**config.mk**
```make
export PLATFORM = sky130hd
export DESIGN_NAME = display_scan_ctrl
export DESIGN_NICKNAME = d
export VERILOG_FILES = /design/src/rtl/display_scan_ctrl.sv
export SDC_FILE = /design/constraint.sdc
export NUM_CORES = 1
export LEC_CHECK = 0
export CAP_MARGIN = 40
export CORE_AREA = 2 2 106 133
export CTS_BUF_LIST = sky130_fd_sc_hd__clkbuf_8
export DETAILED_ROUTE_END_ITERATION = 10
export DIE_AREA = 0 0 108 135
export GPL_ROUTABILITY_DRIVEN = 0
export GPL_TIMING_DRIVEN = 0
export PLACE_DENSITY = 0.59
export SYNTH_ARGS = -nofsm -noshare
export SYNTH_HDL_FRONTEND = slang
export SYNTH_SLANG_ARGS = --single-unit
```
**constraint.sdc**
```tcl
create_clock -name clk -period 5.4 [get_ports clk]
set_input_delay 1.08 -clock clk [delete_from_list [all_inputs] [get_ports clk]]
set_output_delay 1.08 -clock clk [all_outputs]
set_load 0.01 [all_outputs]
```
**src/rtl/display_scan_ctrl.sv**
```systemverilog
// Scan controller for an 8-digit common-anode 7-segment display with frame-synchronous shadow loading.
// Optional LEADING_ZERO_BLANK_EN darkens leading zero digits (digit 0 is always shown).
module display_scan_ctrl #(
    parameter int DIGIT_CYCLES = 100000,
    parameter int BLANK_CYCLES = 1000
) (
    input  logic        clk,
    input  logic        reset_n,
    input  logic [31:0] value,
    input  logic [7:0]  dp,
    input  logic [7:0]  digit_en,
    input  logic        update_req,
    output logic        update_ack,
    output logic [7:0]  digitselect,
    output logic [7:0]  segments,
    output logic        frame_done
);
    localparam int TW = (DIGIT_CYCLES > 1) ? $clog2(DIGIT_CYCLES) : 1;
    localparam logic [TW-1:0] TICK_LAST = TW'(DIGIT_CYCLES - 1);
    localparam logic [31:0] BLANK_U = BLANK_CYCLES;

    logic [TW-1:0] r_tick;
    logic [2:0]    r_digit;
    logic [31:0]   r_val;
    logic [7:0]    r_dp;
    logic [7:0]    r_en;

    logic       w_tick_wrap;
    logic       w_frame_end;
    logic       w_lit;
    logic [3:0] w_nibble;
    logic [6:0] w_hex;
`ifdef LEADING_ZERO_BLANK_EN
    logic       w_upper_zero;
`endif

    always_comb begin
        w_tick_wrap = (r_tick == TICK_LAST);
        w_frame_end = w_tick_wrap && (r_digit == 3'd7);
        w_nibble    = r_val[{r_digit, 2'b00} +: 4];
    end

    always_comb begin
        w_lit = r_en[r_digit] && (32'(r_tick) >= BLANK_U);
`ifdef LEADING_ZERO_BLANK_EN
        // Suppress digit d>0 when it and every more-significant nibble are zero and its dp is off.
        w_upper_zero = 1'b1;
        for (int unsigned k = 0; k < 8; k++) begin
            if (k >= 32'(r_digit) && r_val[4*k +: 4] != 4'h0)
                w_upper_zero = 1'b0;
        end
        if (r_digit != 3'd0 && w_upper_zero && !r_dp[r_digit])
            w_lit = 1'b0;
`endif
    end

    always_comb begin
        case (w_nibble)
            4'h0:    w_hex = 7'b1111110;
            4'h1:    w_hex = 7'b0110000;
            4'h2:    w_hex = 7'b1101101;
            4'h3:    w_hex = 7'b1111001;
            4'h4:    w_hex = 7'b0110011;
            4'h5:    w_hex = 7'b1011011;
            4'h6:    w_hex = 7'b1011111;
            4'h7:    w_hex = 7'b1110000;
            4'h8:    w_hex = 7'b1111111;
            4'h9:    w_hex = 7'b1111011;
            4'hA:    w_hex = 7'b1110111;
            4'hB:    w_hex = 7'b0011111;
            4'hC:    w_hex = 7'b1001110;
            4'hD:    w_hex = 7'b0111101;
            4'hE:    w_hex = 7'b1001111;
            default: w_hex = 7'b1000111;
        endcase
    end

    always_ff @(posedge clk) begin
        if (!reset_n) begin
            r_tick      <= '0;
            r_digit     <= '0;
            r_val       <= '0;
            r_dp        <= '0;
            r_en        <= '0;
            update_ack  <= 1'b0;
            frame_done  <= 1'b0;
            digitselect <= '1;
            segments    <= '1;
        end else begin
            r_tick <= w_tick_wrap ? '0 : r_tick + 1'b1;
            if (w_tick_wrap)
                r_digit <= r_digit + 1'b1;
            // Shadow loads only on the frame wrap so a frame never mixes old and new data.
            if (w_frame_end && update_req) begin
                r_val <= value;
                r_dp  <= dp;
                r_en  <= digit_en;
            end
            update_ack  <= w_frame_end && update_req;
            frame_done  <= w_frame_end;
            digitselect <= w_lit ? ~(8'b1 << r_digit) : '1;
            segments    <= w_lit ? ~{w_hex, r_dp[r_digit]} : '1;
        end
    end
endmodule

```
==> flow_summary_export.csv <==
group,metric,value,unit
floorplan,fp.coreArea,13230,µm²
route,drt-total-wl,8618,µm
floorplan,die-height,135,µm
critical_path,worst_setup_path_start_kind,"primary input",
critical_path,path_max_fanout,10,
final_layout,mostFrequentLayoutCells,"sky130_fd_sc_hd__nand2_1 (112), sky130_fd_sc_hd__dfxtp_1 (86), sky130_fd_sc_hd__clkdlybuf4s50_1 (68), sky130_fd_sc_hd__a21oi_1 (51), sky130_fd_sc_hd__nor2_1 (23)",
power,worst_ir_drop_vdd,0.09279,mV
placement,detailed_place.area,4559,µm²
min_path,hold_class,"flip-flop to flip-flop",
final_layout,stdcell_area,4748,µm²
timing,report.final.slew_viol_count,0,
route,vias,2965,
floorplan,die_area,14580,µm²
critical_path,path_cells,"clkdlybuf4s50_1 > inv_2 > a2111oi_2 > clkbuf_1 > nand3_1",
critical_path,timing.critical_path.slowest_cell_delay,680,ps
run,max_cap_violations,0,
timing,tns,0,ps
cts,holdBufCountCts,0,
timing,min_cycle_time_layout,2712,ps
synth,ys_seq_area_frac,0.4698,
timing,setup_viol,0,
synth,synthesis.area_per_instance,8.982,µm²
cts,clock_tree.root_cell,"sky130_fd_sc_hd__clkbuf_8",
final_layout,final_common_cell,"sky130_fd_sc_hd__nand2_1",
timing,max_clock_freq,0.3687,GHz
cts,clock_sink_count,86,
timing,finalCritPeriodShare,0.5023,
global_route,vias_in_the_first_global_route,2932,
final_layout,layout_overhead_on_the_synthesized_area,29.57,%
final_layout,drive_above_1_share,0.09350,
synth,synth_area,3665,µm²
global_route,globalRouteTotalUtil,0.1236,
outcome,status,"finished clean",
route,routed_wire_length_per_instance,13.00,µm
placement,dp_worst_setup_slack,2297,ps
floorplan,ios,69,
critical_path,timing_worst_setup_path_type,"primary input to flip-flop",
placement,numPortBuffers,68,
floorplan,starting_density_of_the_core,0.2770,
final_layout,layout.nets,552,
synth,netlist_instances,408,
route,drt_iter0_drcs,94,
floorplan,rows,47,
placement,dpl.hpwl,6594,µm
synth,ys_types,36,
cts,max-clock-path-buffers,2,
timing,max_slew.worst_pin.slew,855.0,ps
global_route,grt_pass1_wl,14050,µm
final_layout,final_core_util,0.3589,
floorplan,die_w,108,µm
route,drt-pass1-iter-count,4,
cts,cts_made_buffers,9,
synth,mappedNetlistNets,473,
timing,rsz_0062_raised_after_global_routing,"no",
cts,htree_num_levels,3,
timing,hold_viol,0,
route,drc_violation_count_after_routing,0,
route,post_drt_via_cell_ratio,4.472,
critical_path,critPathArrivalTime,2920,ps
global_route,grt_remaining_overflow,0,
cts,cts_tree,"yes",
timing,final.setup_skew,19.56,ps
synth,postSynthRegisterBits,86,
final_layout,antenna-diode-count,0,
critical_path,critical-path-slowest-cell,"sky130_fd_sc_hd__a2111oi_2",
route,final_antenna_net_count,0,
timing,setup_ws,2688,ps
critical_path,worst_path_dominant_cell_family,"buffers and inverters",
critical_path,critPathBufInv,3,
synth,synthesis.yosys.warnings,0,
power,leakage_power_total,1.639,nW
final_layout,n_fill_cell,1381,
global_route,antenna_violations_before_repair,0,
power,powerDensity,236.2,nW/µm²
critical_path,worst_ep_required_time,5610,ps
timing,slew_headroom,0.4289,
cts,ctsResizeCount,0,
cts,cts.repair_timing.setup_buffer_count,0,
critical_path,setup.worst_path.end_class,"flip-flop",
global_route,grt_max_degree,17,
cts,clock_latency,360,ps
cts,worst_setup_hold_path_clk_slew,90,ps
==> worst min-delay path, cell delays in order (launching register included) <==
cell and delay (ps):
sky130_fd_sc_hd__dfxtp_1 320, sky130_fd_sc_hd__nand2_1 50, sky130_fd_sc_hd__a21oi_1 50
==> layout make-up <==
cell class | instances | area (µm²) | share of cell area
Tap cell | 171 | 214.0 | 0.04506
Timing Repair Buffer | 68 | 680.7 | 0.1433
Clock buffer | 10 | 137.6 | 0.02899
Clock inverter | 6 | 51.30 | 0.01080
Sequential cell | 86 | 1722 | 0.3626
Inverter | 11 | 41.29 | 0.008696
Buffer | 22 | 103.9 | 0.02187
Multi-Input combinational cell | 289 | 1798 | 0.3787
==> routing by layer <==
layer | vias to the layer above | routed length (µm) | global-route usage
met2 | 61 | 4218 | 0.2016
met5 | - | 0 | 0
met1 | 1365 | 3921 | 0.1592
met3 | 9 | 341 | 0.02413
met4 | 0 | 137 | 0.05128
li1 | 1530 | - | -
==> where the power goes <==
part	switching, W	internal (W)	leakage, nW	total [W]
Combinational	0.0000181	0.0000349	0.852	0.0000530
Clock	0.000245	0.000186	0.0939	0.000431
Sequential	0.00000221	0.000635	0.694	0.000638
==> sequential cells by signal, summed over array words and instances, names as in the netlist <==
name	cells
r_val	32
r_tick	17
segments	8
update_ack	1
digitselect	8
r_dp	8
r_digit	3
r_en	8
frame_done	1
==> synthesized netlist by cell type, drive strengths merged <==
library cell / number / area share
a2111oi: 1 / 0.0041
nand2b: 4 / 0.0068
o221ai: 3 / 0.0072
and3: 3 / 0.0051
a21oi: 51 / 0.070
nor2: 23 / 0.024
nand4b: 1 / 0.0024
inv: 11 / 0.011
nand4: 4 / 0.0068
dfxtp: 86 / 0.47
nor3: 3 / 0.0041
and4: 1 / 0.0024
and2: 4 / 0.0068
xnor2: 6 / 0.014
o211ai: 4 / 0.0082
nor4: 3 / 0.0092
ha: 14 / 0.048
mux2i: 6 / 0.016
clkbuf: 13 / 0.013
nand4bb: 1 / 0.0031
or4: 1 / 0.0031
mux4: 12 / 0.074
o21ai: 2 / 0.0027
or2: 2 / 0.0034
o22ai: 1 / 0.0017
xor2: 9 / 0.022
buf: 9 / 0.015
or3: 1 / 0.0017
nand2: 112 / 0.11
nand3: 13 / 0.018
mux2: 4 / 0.012
==> kinds of logic after synthesis <==
family                   count (synthesis)  synth area share
flip-flops                              86            0.4698
multiplexers                            22            0.1024
buffers and inverters                   33           0.03960
AND/OR/NAND/NOR                        176            0.2110
adder cells (fa/ha/maj)                 14           0.04780
AO/OA/AOI/OAI                           62           0.09354
XOR/XNOR                                15           0.03585
==> final timing paths <==
path	startpoint	end	slack (ps)	depth (start not counted)
hold / removal	r_val[22]	r_val[22]	450	2
setup reg to reg	r_digit[0]	segments[4]	2720	10
setup / recovery	reset_n	digitselect[1]	2690	5
hold reg to reg	r_val[22]	r_val[22]	450	2
==> through the flow <==
| stage | total power [W] | std cells | hold slack (ps) |
|---|---|---|---|
| after floorplan | 0.0006628 | 408 | 428.6 |
| after global placement | 0.0007064 | 647 | 436.2 |
| after global routing | 0.001166 | 663 | 474.6 |
| after CTS | 0.001136 | 663 | 454.9 |
| final | 0.001122 | 663 | 453.7 |
| after detailed placement | 0.0007062 | 647 | 441.6 |
(Power assumes the default switching activity.)
==> edit 1 (config.mk and constraints unchanged) <==
Remove the register `digitselect`: a continuous assignment takes its place, so the output `digitselect` follows one clock earlier.
--- a/src/rtl/display_scan_ctrl.sv
+++ b/src/rtl/display_scan_ctrl.sv
@@ -85,5 +85,4 @@
             update_ack  <= 1'b0;
             frame_done  <= 1'b0;
-            digitselect <= '1;
             segments    <= '1;
         end else begin
@@ -99,8 +98,9 @@
             update_ack  <= w_frame_end && update_req;
             frame_done  <= w_frame_end;
-            digitselect <= w_lit ? ~(8'b1 << r_digit) : '1;
             segments    <= w_lit ? ~{w_hex, r_dp[r_digit]} : '1;
         end
     end
+
+    assign digitselect = w_lit ? ~(8'b1 << r_digit) : '1;
 endmodule
 
Check against the original RTL: no difference found for any inputs over 10 cycles, from zero or initial values and one cycle with reset_n low; that may be too few to reach the edited logic, so the function may still have changed.
==> edit 1 against the unedited design <==
Non-clock buffer count grew 1. Routed wire length increased by 3.9%. Synthesized cell count grew 1.7%. Sequential cell count decreased by 8. Cell area grew 3.8%. Via count up 1.8%. Sequential power is 9.2% lower. Total power up 8.7%. Utilization rose by 1.4 points. Combinational power is 6.2% higher. Area after synthesis increased by 3.1%. Cell count rose by 0.90%. Setup slack got worse by 1100 ps. Highest routed layer unchanged.
==> edit 1: results (changes against the unedited design) <==
crit path DAT: 2780 ps (was 2920 ps)
Sw Ratio: 20.2% (was 23.6%)
net count reported at finish: 558 (was 552)
WS Path Type: reg2out (was in2reg)
Netlist cell types: 43 (was 36)
global-route wire length before repair: 14.6 mm (was 14.0 mm)
Lkg Pwr: 1.65 nW (was 1.64 nW)
largest net degree at the start of global routing: 15 (was 17)
vias in the first global route: 3052 (was 2932)
port buffer count: 67 (was 68)
Synth Net Count: 480 (was 473)
DPL Wire Length: 6.83 mm (was 6.59 mm)
min-delay src: r_dp[6] (was r_val[22])
ratio of cells with drive above 1 in the final layout: 13.9% (was 9.35%)
Area contributors post-synth: dfxtp_1 (41%), nand2_1 (12%), mux4_2 (7.2%) (was dfxtp_1 (47%), nand2_1 (11%), mux4_2 (7.4%))
vias per cell: 4.51 (was 4.47)
GRT Util Overall: 12.8% (was 12.4%)
status: finished clean (unchanged)
commonest cells in the netlist: nand2_1 (117), dfxtp_1 (78), a21boi_0 (28) (was nand2_1 (112), dfxtp_1 (86), a21oi_1 (51))
Layout Skew: 11.5 ps (was 19.6 ps)
relative slew slack: 56.6% (was 42.9%)
Post-Route WL: 8.95 mm (was 8.62 mm)
slack of the worst reg-to-reg path: 2690 ps (was 2720 ps)
maximum vdd drop: 131 µV (was 92.8 µV)
post-synthesis sequential area ratio: 41.3% (was 47.0%)
Synth async-reset ratio: 0% (unchanged)
synth warn: 0 (unchanged)
initial DRC count: 106 (was 94)
[edit 1: cell count changes in the layout (fill, tap and decap cells not counted), moves of 3 or more]
cell / delta
inv_1: +4
xor2_1: -8
nand2_1: +5
bufinv_16: +4
a21oi_1: -49
nand3_1: -6
o221ai_1: -3
a21boi_2: +19
buf_6: +3
a21boi_0: +28
xnor2_1: +8
dfxtp_1: -8
nor3_1: +3
[edit 1: final cells by class]
cell class,instances,area share [%]
Clock buffer,9,2.51
Multi-Input combinational cell,298,41.2
Tap cell,171,4.34
Sequential cell,78,31.7
Timing Repair Buffer,67,13.6
Inverter,15,1.14
Buffer,24,2.59
Clock inverter,7,2.94
[edit 1: routing by layer]
metal  track usage [%]  part of all wire, %
met2              21.6                   48
met4              4.91                  1.4
met5                 0                    0
met3              2.27                  4.0
met1              16.3                   46
[edit 1: cell families after synthesis]
family,after synthesis,synth area share (%)
AOI/OAI and AO/OA,62,13.9
xor gates and xnor gates,15,3.48
adders and majority gates,14,4.64
buffers and inverters,39,4.87
DFF,78,41.3
muxes,21,9.64
and+or+nand+nor,186,22.1
[edit 1: power groups by stage]
stage	logic (mW)	registers [mW]	clock network, mW
6_report	0.0563	0.579	0.584
5_1_grt	0.0604	0.579	0.625
3_5_place_dp	0.0565	0.592	0
2_1_floorplan	0.0147	0.592	0
3_3_place_gp	0.0564	0.592	0
4_1_cts	0.0570	0.579	0.597
[edit 1: through the flow]
| step | std cells | cell area (µm²) | total power [mW] | hold WS (ps) | setup WS [ps] |
|---|---|---|---|---|---|
| final | 669 | 4930 | 1.22 | 462 | 1540 |
| after global routing | 669 | 4930 | 1.26 | 484 | 1370 |
| after CTS | 669 | 4930 | 1.23 | 465 | 1460 |
| after detailed placement | 653 | 4660 | 0.649 | 452 | 1850 |
| after global placement | 653 | 4660 | 0.648 | 444 | 1870 |
| after floorplan | 415 | 3780 | 0.606 | 428 | 2660 |
[edit 1: path summary, 6_finish.rpt]
check,to,cells past startpoint
worst min register to register,r_dp[6],2
worst max register to register,segments[1],8
worst max-delay path,digitselect[2],6
worst min-delay path,r_dp[6],2
[edit 1: worst max-delay path: stages (launching register included)]
cell             delay [ps]
dfxtp_1                 530
buf_2                   420
mux4_2                  350
or2_2                   290
and3_1                  230
nand2_1                  80
clkdlybuf4s50_1         530
==> edit 2 (same settings) <==
Made on the original files. Change the parameter `DIGIT_CYCLES` from 100000 to 200000.
--- a/src/rtl/display_scan_ctrl.sv
+++ b/src/rtl/display_scan_ctrl.sv
@@ -2,5 +2,5 @@
 // Optional LEADING_ZERO_BLANK_EN darkens leading zero digits (digit 0 is always shown).
 module display_scan_ctrl #(
-    parameter int DIGIT_CYCLES = 100000,
+    parameter int DIGIT_CYCLES = 200000,
     parameter int BLANK_CYCLES = 1000
 ) (
Behaviour: no difference found for any inputs over 10 cycles, from zero or initial values and one cycle with reset_n low; that may be too few to reach the edited logic, so the function may still have changed.
==> edit 2 against the unedited design <==
Clock power up 13%. Via count fell by 8.2%. Setup slack improved by 4.4 ps. Synthesized cell count shrank 12%. Area after synthesis rose by 5.8%. Routed wire length decreased by 3.4%. Sequential cell count grew 1. Total power rose by 5.9%. Cell area is 5.0% higher. Sequential power increased by 1%.
==> edit 2: results (changes against the unedited design) <==
hold depth: 1 (was 2)
hold slack: 495 ps (was 454 ps)
WS Path Type: reg2reg (was in2reg)
post-place setup slack: 2640 ps (was 2300 ps)
metal2 WL: 4.00 mm (was 4.22 mm)
crit path DAT: 3000 ps (was 2920 ps)
ant diodes: 0 (unchanged)
routing usage on met2: 20.1% (was 20.2%)
Area contributors post-synth: dfxtp_1 (45%), mux2i_1 (14%), nor2b_1 (7.7%) (was dfxtp_1 (47%), nand2_1 (11%), mux4_2 (7.4%))
DR WL/cell: 13.5 µm (was 13.0 µm)
ratio of cells with drive above 1 in the final layout: 10.3% (was 9.35%)
global-route wire length before repair: 13.6 mm (was 14.0 mm)
Gate power share: 4.8%
commonest cells in the netlist: dfxtp_1 (87), mux2i_1 (53), nor2b_1 (48) (was nand2_1 (112), dfxtp_1 (86), a21oi_1 (51))
post-synthesis sequential area ratio: 44.9% (was 47.0%)
Mean Syn Cell Area: 10.7 µm² (was 8.98 µm²)
Lkg Pwr: 2.13 nW (was 1.64 nW)
Largest Register: r_val (unchanged)
status: finished clean (unchanged)
slowest CP cell: dfxtp_1 (was a2111oi_2)
Worst Max-Slew Pin Slew: 703 ps (was 855 ps)
Layout Skew: 7.89 ps (was 19.6 ps)
GRT Util Overall: 12.2% (was 12.4%)
Netlist cell types: 39 (was 36)
Post-Route WL: 8.32 mm (was 8.62 mm)
Slowest Stage Delay on Critical Path: 570 ps (was 680 ps)
P_sw: 0.248 mW (was 0.265 mW)
DPL Wire Length: 6.33 mm (was 6.59 mm)
Post-Place Cell Area: 4770 µm² (was 4560 µm²)
largest net degree at the start of global routing: 15 (was 17)
net count reported at finish: 505 (was 552)
Met3 Wirelength: 315 µm (was 341 µm)
vias in the first global route: 2732 (was 2932)
fin crit share: 50.1% (was 50.2%)
Synth Net Count: 426 (was 473)
Met1 Wirelength: 3.90 mm (was 3.92 mm)
power density cells: 238 nW/µm² (was 236 nW/µm²)
Clk power: 0.486 mW (was 0.431 mW)
Post-CTS Setup Inserts: 0 (unchanged)
Root Buffer: clkbuf_8 (unchanged)
initial DRC count: 89 (was 94)
Largest regs: r_val (32), r_tick (18) (was r_val (32), r_tick (17))
Placed Instances: 600 (was 647)
R2R Path Start: r_digit[1] (was r_digit[0])
M3 GR Usage: 2.70% (was 2.41%)
R2R depth: 7 (was 10)
slack of the worst reg-to-reg path: 2690 ps (was 2720 ps)
Worst Hold End: digitselect[5] (was r_val[22])
GRT met1 Usage: 15.6% (was 15.9%)
vias per cell: 4.42 (was 4.47)
fillers: 1322 (was 1381)
maximum vdd drop: 90.4 µV (was 92.8 µV)
crit path capture: segments[4] (was digitselect[1])
cell family with most CP delay: multiplexers (was buffers and inverters)
edit 2: cell types whose count changed in the layout (fill, tap and decap cells not counted), sizes merged, moves of 3 or more:
cell	change
and2	+3
xnor2	+4
nor2b	+48
nand2	-93
mux2i	+47
a21oi	-50
clkbuf	-7
edit 2: cells by family (layout without fill, tap and decap cells):
group / after synthesis / after routing / share of synthesized area, %
XOR/XNOR: 17 / 17 / 3.84
adder cells (fa/ha/maj): 14 / 14 / 4.52
AND/OR/NAND/NOR: 132 / 132 / 18.7
AO/OA/AOI/OAI: 13 / 13 / 2.61
flip-flops: 87 / 87 / 44.9
buffers and inverters: 29 / 113 / 3.62
multiplexers: 69 / 69 / 21.8
edit 2: layout make-up:
type                    instances  area, µm²  share of cell area, %
inverters                      11       41.3                  0.829
clock buffers                   9        124                   2.49
multi-input cells             245       1990                   40.0
flip-flops and latches         87       1740                   34.9
well taps                     171        214                   4.29
repair buffers                 68        681                   13.7
plain buffers                  18       98.8                   1.98
clock inverters                 7       88.8                   1.78
